### src/rtl/bht_multidomain.sv
// Bimodal branch history table with a stored target per entry, replicated
// into NUM_DOMAINS isolated tables. Lookups are registered (1-cycle latency),
// updates are applied at the end of the cycle they are presented in. A
// sequential sweep engine clears one domain on request and every domain
// after reset; a domain under sweep neither predicts nor trains.
module bht_multidomain #(
   parameter  int IDX_W       = 4,
   parameter  int CTR_W       = 2,
   parameter  int TARG_W      = 32,
   parameter  int NUM_DOMAINS = 2,
   localparam int DOM_W       = (NUM_DOMAINS > 1) ? $clog2(NUM_DOMAINS) : 1
) (
   input  logic              clk_i,
   input  logic              rst_ni,
   input  logic              lookup_valid_i,
   input  logic [IDX_W-1:0]  lookup_idx_i,
   input  logic [DOM_W-1:0]  lookup_dom_i,
   output logic              pred_valid_o,
   output logic              pred_taken_o,
   output logic [TARG_W-1:0] pred_targ_o,
   input  logic              update_en_i,
   input  logic [IDX_W-1:0]  update_idx_i,
   input  logic [DOM_W-1:0]  update_dom_i,
   input  logic              update_taken_i,
   input  logic [TARG_W-1:0] update_targ_i,
   input  logic              flush_req_i,
   input  logic [DOM_W-1:0]  flush_dom_i,
   output logic              busy_o,
   output logic              flush_done_o
);

   localparam int               DEPTH     = 1 << IDX_W;
   localparam logic [IDX_W-1:0] PTR_LAST  = {IDX_W{1'b1}};
   localparam logic [CTR_W-1:0] CTR_SAT   = {CTR_W{1'b1}};
   localparam logic [CTR_W-1:0] CTR_ZERO  = {CTR_W{1'b0}};
   localparam logic [DOM_W:0]   DOM_LIMIT = (DOM_W + 1)'(NUM_DOMAINS);

   typedef enum logic [1:0] {
      ST_IDLE      = 2'd0,
      ST_FLUSH_ONE = 2'd1,
      ST_FLUSH_ALL = 2'd2
   } state_t;

   state_t             state_r, state_nx_s;
   logic [IDX_W-1:0]   ptr_r, ptr_nx_s;
   logic [DOM_W-1:0]   fdom_r, fdom_nx_s;
   logic               busy_r;
   logic               done_r, done_nx_s;

   logic               pred_valid_r;
   logic               pred_taken_r;
   logic [TARG_W-1:0]  pred_targ_r;

   logic               lk_ok_s;
   logic [DOM_W-1:0]   lk_dom_s;
   logic               up_ok_s;
   logic [DOM_W-1:0]   up_dom_s;
   logic [CTR_W-1:0]   up_ctr_old_s;
   logic [CTR_W-1:0]   up_ctr_nx_s;

   // Table storage: no reset, the sweep engine is what clears it.
   logic [CTR_W-1:0]   ctr_mem_r  [NUM_DOMAINS][DEPTH];
   logic [TARG_W-1:0]  targ_mem_r [NUM_DOMAINS][DEPTH];

   // A domain id is only meaningful below NUM_DOMAINS.
   function automatic logic dom_legal(input logic [DOM_W-1:0] dom);
      return ({1'b0, dom} < DOM_LIMIT);
   endfunction

   // A domain is blocked while any sweep covering it is in progress.
   function automatic logic dom_affected(input state_t st,
                                         input logic [DOM_W-1:0] lock_dom,
                                         input logic [DOM_W-1:0] dom);
      logic hit;
      case (st)
         ST_IDLE:      hit = 1'b0;
         ST_FLUSH_ONE: hit = (dom == lock_dom);
         ST_FLUSH_ALL: hit = 1'b1;
         default:      hit = 1'b1;
      endcase
      return hit;
   endfunction

   // Qualify lookup and update requests; clamp illegal domains so reads stay in range.
   always_comb begin
      lk_ok_s  = 1'b0;
      lk_dom_s = {DOM_W{1'b0}};
      up_ok_s  = 1'b0;
      up_dom_s = {DOM_W{1'b0}};
      if (dom_legal(lookup_dom_i)) begin
         lk_dom_s = lookup_dom_i;
         lk_ok_s  = lookup_valid_i && !dom_affected(state_r, fdom_r, lookup_dom_i);
      end else begin
         lk_dom_s = {DOM_W{1'b0}};
         lk_ok_s  = 1'b0;
      end
      if (dom_legal(update_dom_i)) begin
         up_dom_s = update_dom_i;
         up_ok_s  = update_en_i && !dom_affected(state_r, fdom_r, update_dom_i);
      end else begin
         up_dom_s = {DOM_W{1'b0}};
         up_ok_s  = 1'b0;
      end
   end

   // Saturating counter step for the entry being trained.
   always_comb begin
      up_ctr_old_s = ctr_mem_r[up_dom_s][update_idx_i];
      up_ctr_nx_s  = up_ctr_old_s;
      if (update_taken_i) begin
         if (up_ctr_old_s != CTR_SAT) begin
            up_ctr_nx_s = up_ctr_old_s + CTR_W'(1);
         end else begin
            up_ctr_nx_s = up_ctr_old_s;
         end
      end else begin
         if (up_ctr_old_s != CTR_ZERO) begin
            up_ctr_nx_s = up_ctr_old_s - CTR_W'(1);
         end else begin
            up_ctr_nx_s = up_ctr_old_s;
         end
      end
   end

   // Sweep engine next state: idle accepts a legal request, sweeps walk ptr to the last entry.
   always_comb begin
      state_nx_s = state_r;
      ptr_nx_s   = ptr_r;
      fdom_nx_s  = fdom_r;
      done_nx_s  = 1'b0;
      case (state_r)
         ST_IDLE: begin
            if (flush_req_i && dom_legal(flush_dom_i)) begin
               state_nx_s = ST_FLUSH_ONE;
               ptr_nx_s   = {IDX_W{1'b0}};
               fdom_nx_s  = flush_dom_i;
            end else begin
               state_nx_s = ST_IDLE;
            end
         end
         ST_FLUSH_ONE, ST_FLUSH_ALL: begin
            if (ptr_r == PTR_LAST) begin
               state_nx_s = ST_IDLE;
               ptr_nx_s   = {IDX_W{1'b0}};
            end else begin
               ptr_nx_s   = ptr_r + IDX_W'(1);
            end
         end
         default: begin
            state_nx_s = ST_FLUSH_ALL;
            ptr_nx_s   = {IDX_W{1'b0}};
         end
      endcase
      // The done flag is registered, so it is armed one cycle ahead of the last sweep cycle.
      if ((state_nx_s != ST_IDLE) && (ptr_nx_s == PTR_LAST)) begin
         done_nx_s = 1'b1;
      end else begin
         done_nx_s = 1'b0;
      end
   end

   // Sweep engine state; reset always restarts a full clear from entry 0.
   always_ff @(posedge clk_i or negedge rst_ni) begin
      if (!rst_ni) begin
         state_r <= ST_FLUSH_ALL;
         ptr_r   <= {IDX_W{1'b0}};
         fdom_r  <= {DOM_W{1'b0}};
         busy_r  <= 1'b1;
         done_r  <= 1'b0;
      end else begin
         state_r <= state_nx_s;
         ptr_r   <= ptr_nx_s;
         fdom_r  <= fdom_nx_s;
         busy_r  <= (state_nx_s != ST_IDLE);
         done_r  <= done_nx_s;
      end
   end

   // Table writes: swept domains clear entry ptr, other domains accept training.
   always_ff @(posedge clk_i) begin
      for (int d = 0; d < NUM_DOMAINS; d++) begin
         if (dom_affected(state_r, fdom_r, DOM_W'(d))) begin
            ctr_mem_r[d][ptr_r]  <= CTR_ZERO;
            targ_mem_r[d][ptr_r] <= {TARG_W{1'b0}};
         end else if (up_ok_s && (up_dom_s == DOM_W'(d))) begin
            ctr_mem_r[d][update_idx_i] <= up_ctr_nx_s;
            if (update_taken_i) begin
               targ_mem_r[d][update_idx_i] <= update_targ_i;
            end
         end
      end
   end

   // Registered prediction; reads the pre-update table contents (no bypass).
   always_ff @(posedge clk_i or negedge rst_ni) begin
      if (!rst_ni) begin
         pred_valid_r <= 1'b0;
         pred_taken_r <= 1'b0;
         pred_targ_r  <= {TARG_W{1'b0}};
      end else if (lk_ok_s) begin
         pred_valid_r <= 1'b1;
         pred_taken_r <= ctr_mem_r[lk_dom_s][lookup_idx_i][CTR_W-1];
         pred_targ_r  <= targ_mem_r[lk_dom_s][lookup_idx_i];
      end else begin
         pred_valid_r <= 1'b0;
         pred_taken_r <= 1'b0;
         pred_targ_r  <= {TARG_W{1'b0}};
      end
   end

   assign pred_valid_o = pred_valid_r;
   assign pred_taken_o = pred_taken_r;
   assign pred_targ_o  = pred_targ_r;
   assign busy_o       = busy_r;
   assign flush_done_o = done_r;

endmodule

### config.mk
export PLATFORM = sky130hd
export DESIGN_NAME = bht_multidomain
export DESIGN_NICKNAME = d
export VERILOG_FILES = /design/src/rtl/bht_multidomain.sv
export SDC_FILE = /design/constraint.sdc
export NUM_CORES = 2
export LEC_CHECK = 0
export CORE_ASPECT_RATIO = 1.5
export CORE_MARGIN = 2
export CORE_UTILIZATION = 40
export CTS_BUF_LIST = sky130_fd_sc_hd__clkbuf_8 sky130_fd_sc_hd__clkbuf_16
export DETAILED_ROUTE_END_ITERATION = 8
export DONT_BUFFER_PORTS = 1
export GPL_ROUTABILITY_DRIVEN = 0
export GPL_TIMING_DRIVEN = 0
export PLACE_DENSITY_LB_ADDON = 0.25
export REMOVE_ABC_BUFFERS = 1
export SYNTH_ARGS = -nofsm -noshare
export SYNTH_HDL_FRONTEND = slang
export SYNTH_SLANG_ARGS = --single-unit
### constraint.sdc
create_clock -name clk_i -period 5.9 [get_ports clk_i]
set_input_delay 0.885 -clock clk_i [delete_from_list [all_inputs] [get_ports clk_i]]
set_output_delay 0.885 -clock clk_i [all_outputs]
set_load 0.005 [all_outputs]
Yosys cells after proc, flatten, opt, wreduce, memory -nomap -nowiden
Memory sizes are Yosys's and may differ from the RTL's.
Index checks and enable logic that the tools add are counted.
Widths: inputs -> output; s select.
Word-level totals
  memories: 2
  output and inout bits: 36
  bits in writable memories: 1088
  input bits: 49
  register bits after elaboration: 43
  word-level logic and storage cells: 2273
Memory list
  targ_mem_r: words 2, bits a word 512, read ports 1, clocked after memory_dff 0, wr ports 2, RTL line 63  | logic [TARG_W-1:0] targ_mem_r [NUM_DOMAINS][DEPTH];
  ctr_mem_r: words 2, bits a word 32, read ports 2, clocked after memory_dff 0, wr ports 2, RTL line 62  | logic [CTR_W-1:0] ctr_mem_r [NUM_DOMAINS][DEPTH];
Operators by class
  reductions and logical operators: 14
  $lt $le $gt $ge: 5
  multiplexer cells: 1141
  $add $sub $neg: 3
  bitwise gates (word level): 1093
  equality and inequality tests: 7
Operator list (number)
  $mux 512: 4
  $mux 1: 1103
  $or 1x1->1: 1088
  $mux 32: 9
  $demux 32 s4: 2
  $bmux 32 s4: 1
  $mux 2: 10
  $bmux 2 s4: 2
  $demux 2 s4: 2
  $ge 5x5->1 const B: 3
  $not 4->5: 3
  $lt 5x1->1 const B: 2
  $eq 4x4->1 const B: 2
  $mux 4: 2
  $pmux 1 s2: 4
  $pmux 4 s2: 1
  $logic_and 1x1->1: 7
  $add 4x1->4 const B: 1
  $pmux 2 s2: 1
  $reduce_bool 2->1: 2
  $add 2x1->2 const B: 1
  $eq 1x1->1: 2
  $eq 2x1->1 const B: 1
  $eq 2x2->1 const B: 1
  7 further kinds: 9

Logic depth before layout (Yosys ltp)
  word-level depth: 9
  mapped depth: 9
  gate-level depth less buffers: 7

Least setup slack after synthesis
Ideal clock, no wire load.
  path type: input to register
  start point: input update_dom_i
  end point: memory targ_mem_r[0][0] (netlist name) (enable)
  data arrival time: 4.714 ns
  setup slack: 0.720 ns
  path buffers: 4
  stages: 8
  library setup time: 0.466 ns
  cell sequence: buf_2 buf_4 or3b_2 buf_2 buf_2 nor2_1 nand2_1 o21ai_0
RTL lines
  from (decl): RTL line 23  | input logic [DOM_W-1:0] update_dom_i,
  to (decl): RTL line 63

==> impl_metrics.py <==
metrics = {
    "run_status": {
        "status": "complete, no violations",
    },
    "finish": {
        "layout.nets": 3201,
        "drive_gt1_frac": 0.237,
        "fillers": 10800,
        "syn2layout_area_growth_pct": 14.0,
        "register_area_mm2": 0.0337,
        "multi_input_area_mm2": 0.0168,
    },
    "global_routing": {
        "grt_busiest_layer": "met2",
        "antenna_found_initial": 5,
        "grt.total_usage": 0.228,
        "grt_pass1_vias": 30400,
        "met3_usage": 0.0411,
        "use_met2": 0.404,
        "grt_pass1_wl_mm": 211,
        "grt_overflow": 0,
        "use_met1": 0.266,
        "grt_max_degree": 266,
    },
    "synthesis": {
        "synth_top_area_frac": 0.638,
        "ys_warn_count": 0,
        "synth_common_cells": "1088 x edfxtp_1, 833 x and2_1, 350 x mux4_2",
        "synth.distinct_cells": 36,
        "synth.most_common_cell": "edfxtp_1",
        "syn_avg_cell_area_um2": 16.1,
        "synth_edf_count": 1088,
        "async_reset_ff_frac": 0.0380,
        "synth_flop_cell": "edfxtp_1",
        "synth_area_leader_cell": "edfxtp_1",
        "synthesis.area_mm2": 0.0512,
        "synthTopCellsByArea": "edfxtp_1 64%, mux4_2 15%, and2_1 10%, and3_1 2.3%, clkbuf_1 2.1%",
        "synth_seq_cells": 1131,
        "synth_cells": 3180,
        "seq_area_frac_synth": 0.659,
    },
    "critical_path": {
        "cp.arrival_ps": 4610,
        "reg2reg_slack_ps": 1860,
        "end_kind": "register",
        "cp_num_buf_inv": 4,
        "path_class": "register to register",
        "start_kind": "register",
        "rr_endpoint": "targ_mem_r[0][252]$_DFFE_PP_",
        "rr_startpoint": "state_r[1]$_DFF_PN1_",
        "worstPathCellList": "inv_1, ha_1, mux2i_1, or3b_2, nor4_2, buf_4, buf_4, buf_4, and2_1",
        "crit_family": "simple AND/OR/NAND/NOR gates",
        "slowest_delay_ps": 1010,
        "r2r_cells": 9,
        "crit_top_cell": "buf_4",
        "crit_fanout": 21,
        "cp_slowest_cell": "nor4_2",
        "worst_ep_required_time_ps": 6470,
    },
    "clock_tree": {
        "clock_sinks": 1131,
        "postCtsSetupRepairBufs": 0,
        "cts_resized": 0,
        "clk_pin_slew_ps": 70,
        "numCtsBuffers": 103,
        "root_buffer": "clkbuf_16",
        "clock_path_buffers": 3,
        "clkLatencyLatePin_ps": 730,
        "h-tree-depth": 3,
        "hold_buffers": 1,
        "tritoncts": "built",
    },
    "sta": {
        "rsz0062_at_grt": "no",
        "fin_skew_ps": 33.4,
        "finalSetupViolCount": 0,
        "fin_crit_sh": 0.685,
        "fmax_mhz": 248,
        "hold_viol": 0,
        "timing_worst_slew_pin_value_ps": 1360,
        "slew-limit-headroom": 0.0927,
        "slew_violations": 0,
        "final.min_clock_period_ps": 4040,
        "setup_tns_ps": 0,
    },
    "power": {
        "p_per_area_mw_per_mm2": 325,
        "power.leakage_nw": 20.7,
        "combPwrFrac": 0.135,
        "p_switching_mw": 4.78,
        "p_seq_frac": 0.520,
        "switching_share": 0.251,
        "vdd_drop_max_mv": 0.257,
        "p_int_mw": 14.2,
        "power_mw": 19.0,
        "clock_power_share": 0.344,
    },
    "placed_design": {
        "hpwl_mm": 96.1,
        "port_buffers": 0,
    },
    "die": {
        "coreArea_mm2": 0.127,
        "dieArea_mm2": 0.131,
        "die_y_um": 442,
        "initial_core_util": 0.404,
        "rows": 160,
        "ios": 85,
        "fp.dieW_um": 296,
    },
    "route": {
        "totalWireLength_mm": 147,
        "dr.pass1.iters": 5,
        "drtAntennaViolNets": 0,
        "drtIter0Drc": 3105,
        "wl_per_cell_um": 29.8,
        "dr_total_vias": 28600,
        "drc": 0,
        "viasPerCell": 5.79,
    },
    "flow_run": {
        "cap_violations": 0,
    },
    "min_path": {
        "hold_class": "primary input to asynchronous set/reset pin",
    },
}
==> registers in the layout, summed over array words and instances (netlist names) <==
signal / count
pred_targ_o: 32
flush_done_o: 1
busy_o: 1
ctr_mem_r: 64
fdom_r: 1
state_r: 2
ptr_r: 4
pred_valid_o: 1
pred_taken_o: 1
targ_mem_r: 1024
==> logic make-up after synthesis <==
logic type      count (synthesis)  synth area share
fa+ha+maj                       9           0.00212
buf+inv                       337            0.0255
xor+xnor                        2          0.000342
simple gates                 1243             0.144
flops                        1131             0.659
mux                           388             0.161
compound gates                 70           0.00774
==> worst reg2reg max path: stages (launching register included) <==
cell and delay, ps:
dfstp_2 550, inv_1 70, ha_1 250, mux2i_1 320, or3b_2 810, nor4_2 1010, buf_4 320, buf_4 210
buf_4 220, and2_1 160
==> layout by cell type (no fill, tap or decap), types with 21 or more instances in the layout <==
| master | netlist | layout |
|---|---|---|
| mux4_2 | 350 | 350 |
| nor4_2 | 0 | 23 |
| buf_6 | 3 | 21 |
| clkinv_2 | 0 | 23 |
| buf_16 | 0 | 28 |
| clkbuf_16 | 0 | 105 |
| nor2_1 | 113 | 110 |
| and3_1 | 192 | 192 |
| inv_1 | 6 | 30 |
| buf_12 | 0 | 29 |
| nand2_1 | 40 | 40 |
| mux2i_1 | 36 | 36 |
| edfxtp_1 | 1088 | 1088 |
| and2_1 | 833 | 833 |
| dfrtp_1 | 41 | 41 |
| buf_4 | 1 | 108 |
| o22ai_4 | 0 | 28 |
| o21ai_0 | 35 | 31 |
==> routing by layer <==
metal	up-vias	wire, µm
met5	-	28
met4	4	6890
met3	343	11000
met2	1341	78200
met1	15000	51200
li1	11900	-
==> layout make-up <==
type / instances / area share
inverter: 6 / 0.000428
sequential: 1131 / 0.578
clock inverter: 85 / 0.00921
tap: 1701 / 0.0364
antenna: 2 / 0.0000857
timing repair buffer: 191 / 0.0424
multi-input combinational: 1712 / 0.288
clock buffer: 109 / 0.0459
==> through the flow <==
step	cell area, µm²	worst slack, ps	instances	hold WS [ps]	utilization
finish	58400	1860	4937	50.6	0.460
global route	58400	1780	4936	34.4	0.460
CTS	58400	1450	4934	10.2	0.460
detailed placement	55100	1470	4739	591	0.434
global placement	52100	-3360	4550	580	0.410
floorplan	49900	1060	2849	526	-
==> power by group through the flow <==
stage	logic [mW]	clock network, mW	registers, mW
after detailed placement	2.55	0	10.1
after floorplan	1.25	0	9.99
after global routing	2.66	6.93	9.94
after global placement	1.97	0	10.1
after CTS	2.57	6.65	9.89
final	2.57	6.53	9.89
==> worst max path at each step <==
stage	endpoint	depth (start not counted)	slack, ps	from
detailed placement	targ_mem_r[1][268]$_SDFFCE_PN0P_	8	1470	state_r[1]$_DFF_PN1_
global route	targ_mem_r[0][313]$_DFFE_PP_	8	1780	state_r[1]$_DFF_PN1_
floorplan	targ_mem_r[0][384]$_DFFE_PP_	6	1060	state_r[1]$_DFF_PN1_
CTS	targ_mem_r[1][316]$_SDFFCE_PN0P_	8	1450	state_r[1]$_DFF_PN1_
global placement	targ_mem_r[0][233]$_DFFE_PP_	3	-3360	update_taken_i
finish	targ_mem_r[0][252]$_DFFE_PP_	9	1860	state_r[1]$_DFF_PN1_
(Power assumes the default switching activity.)
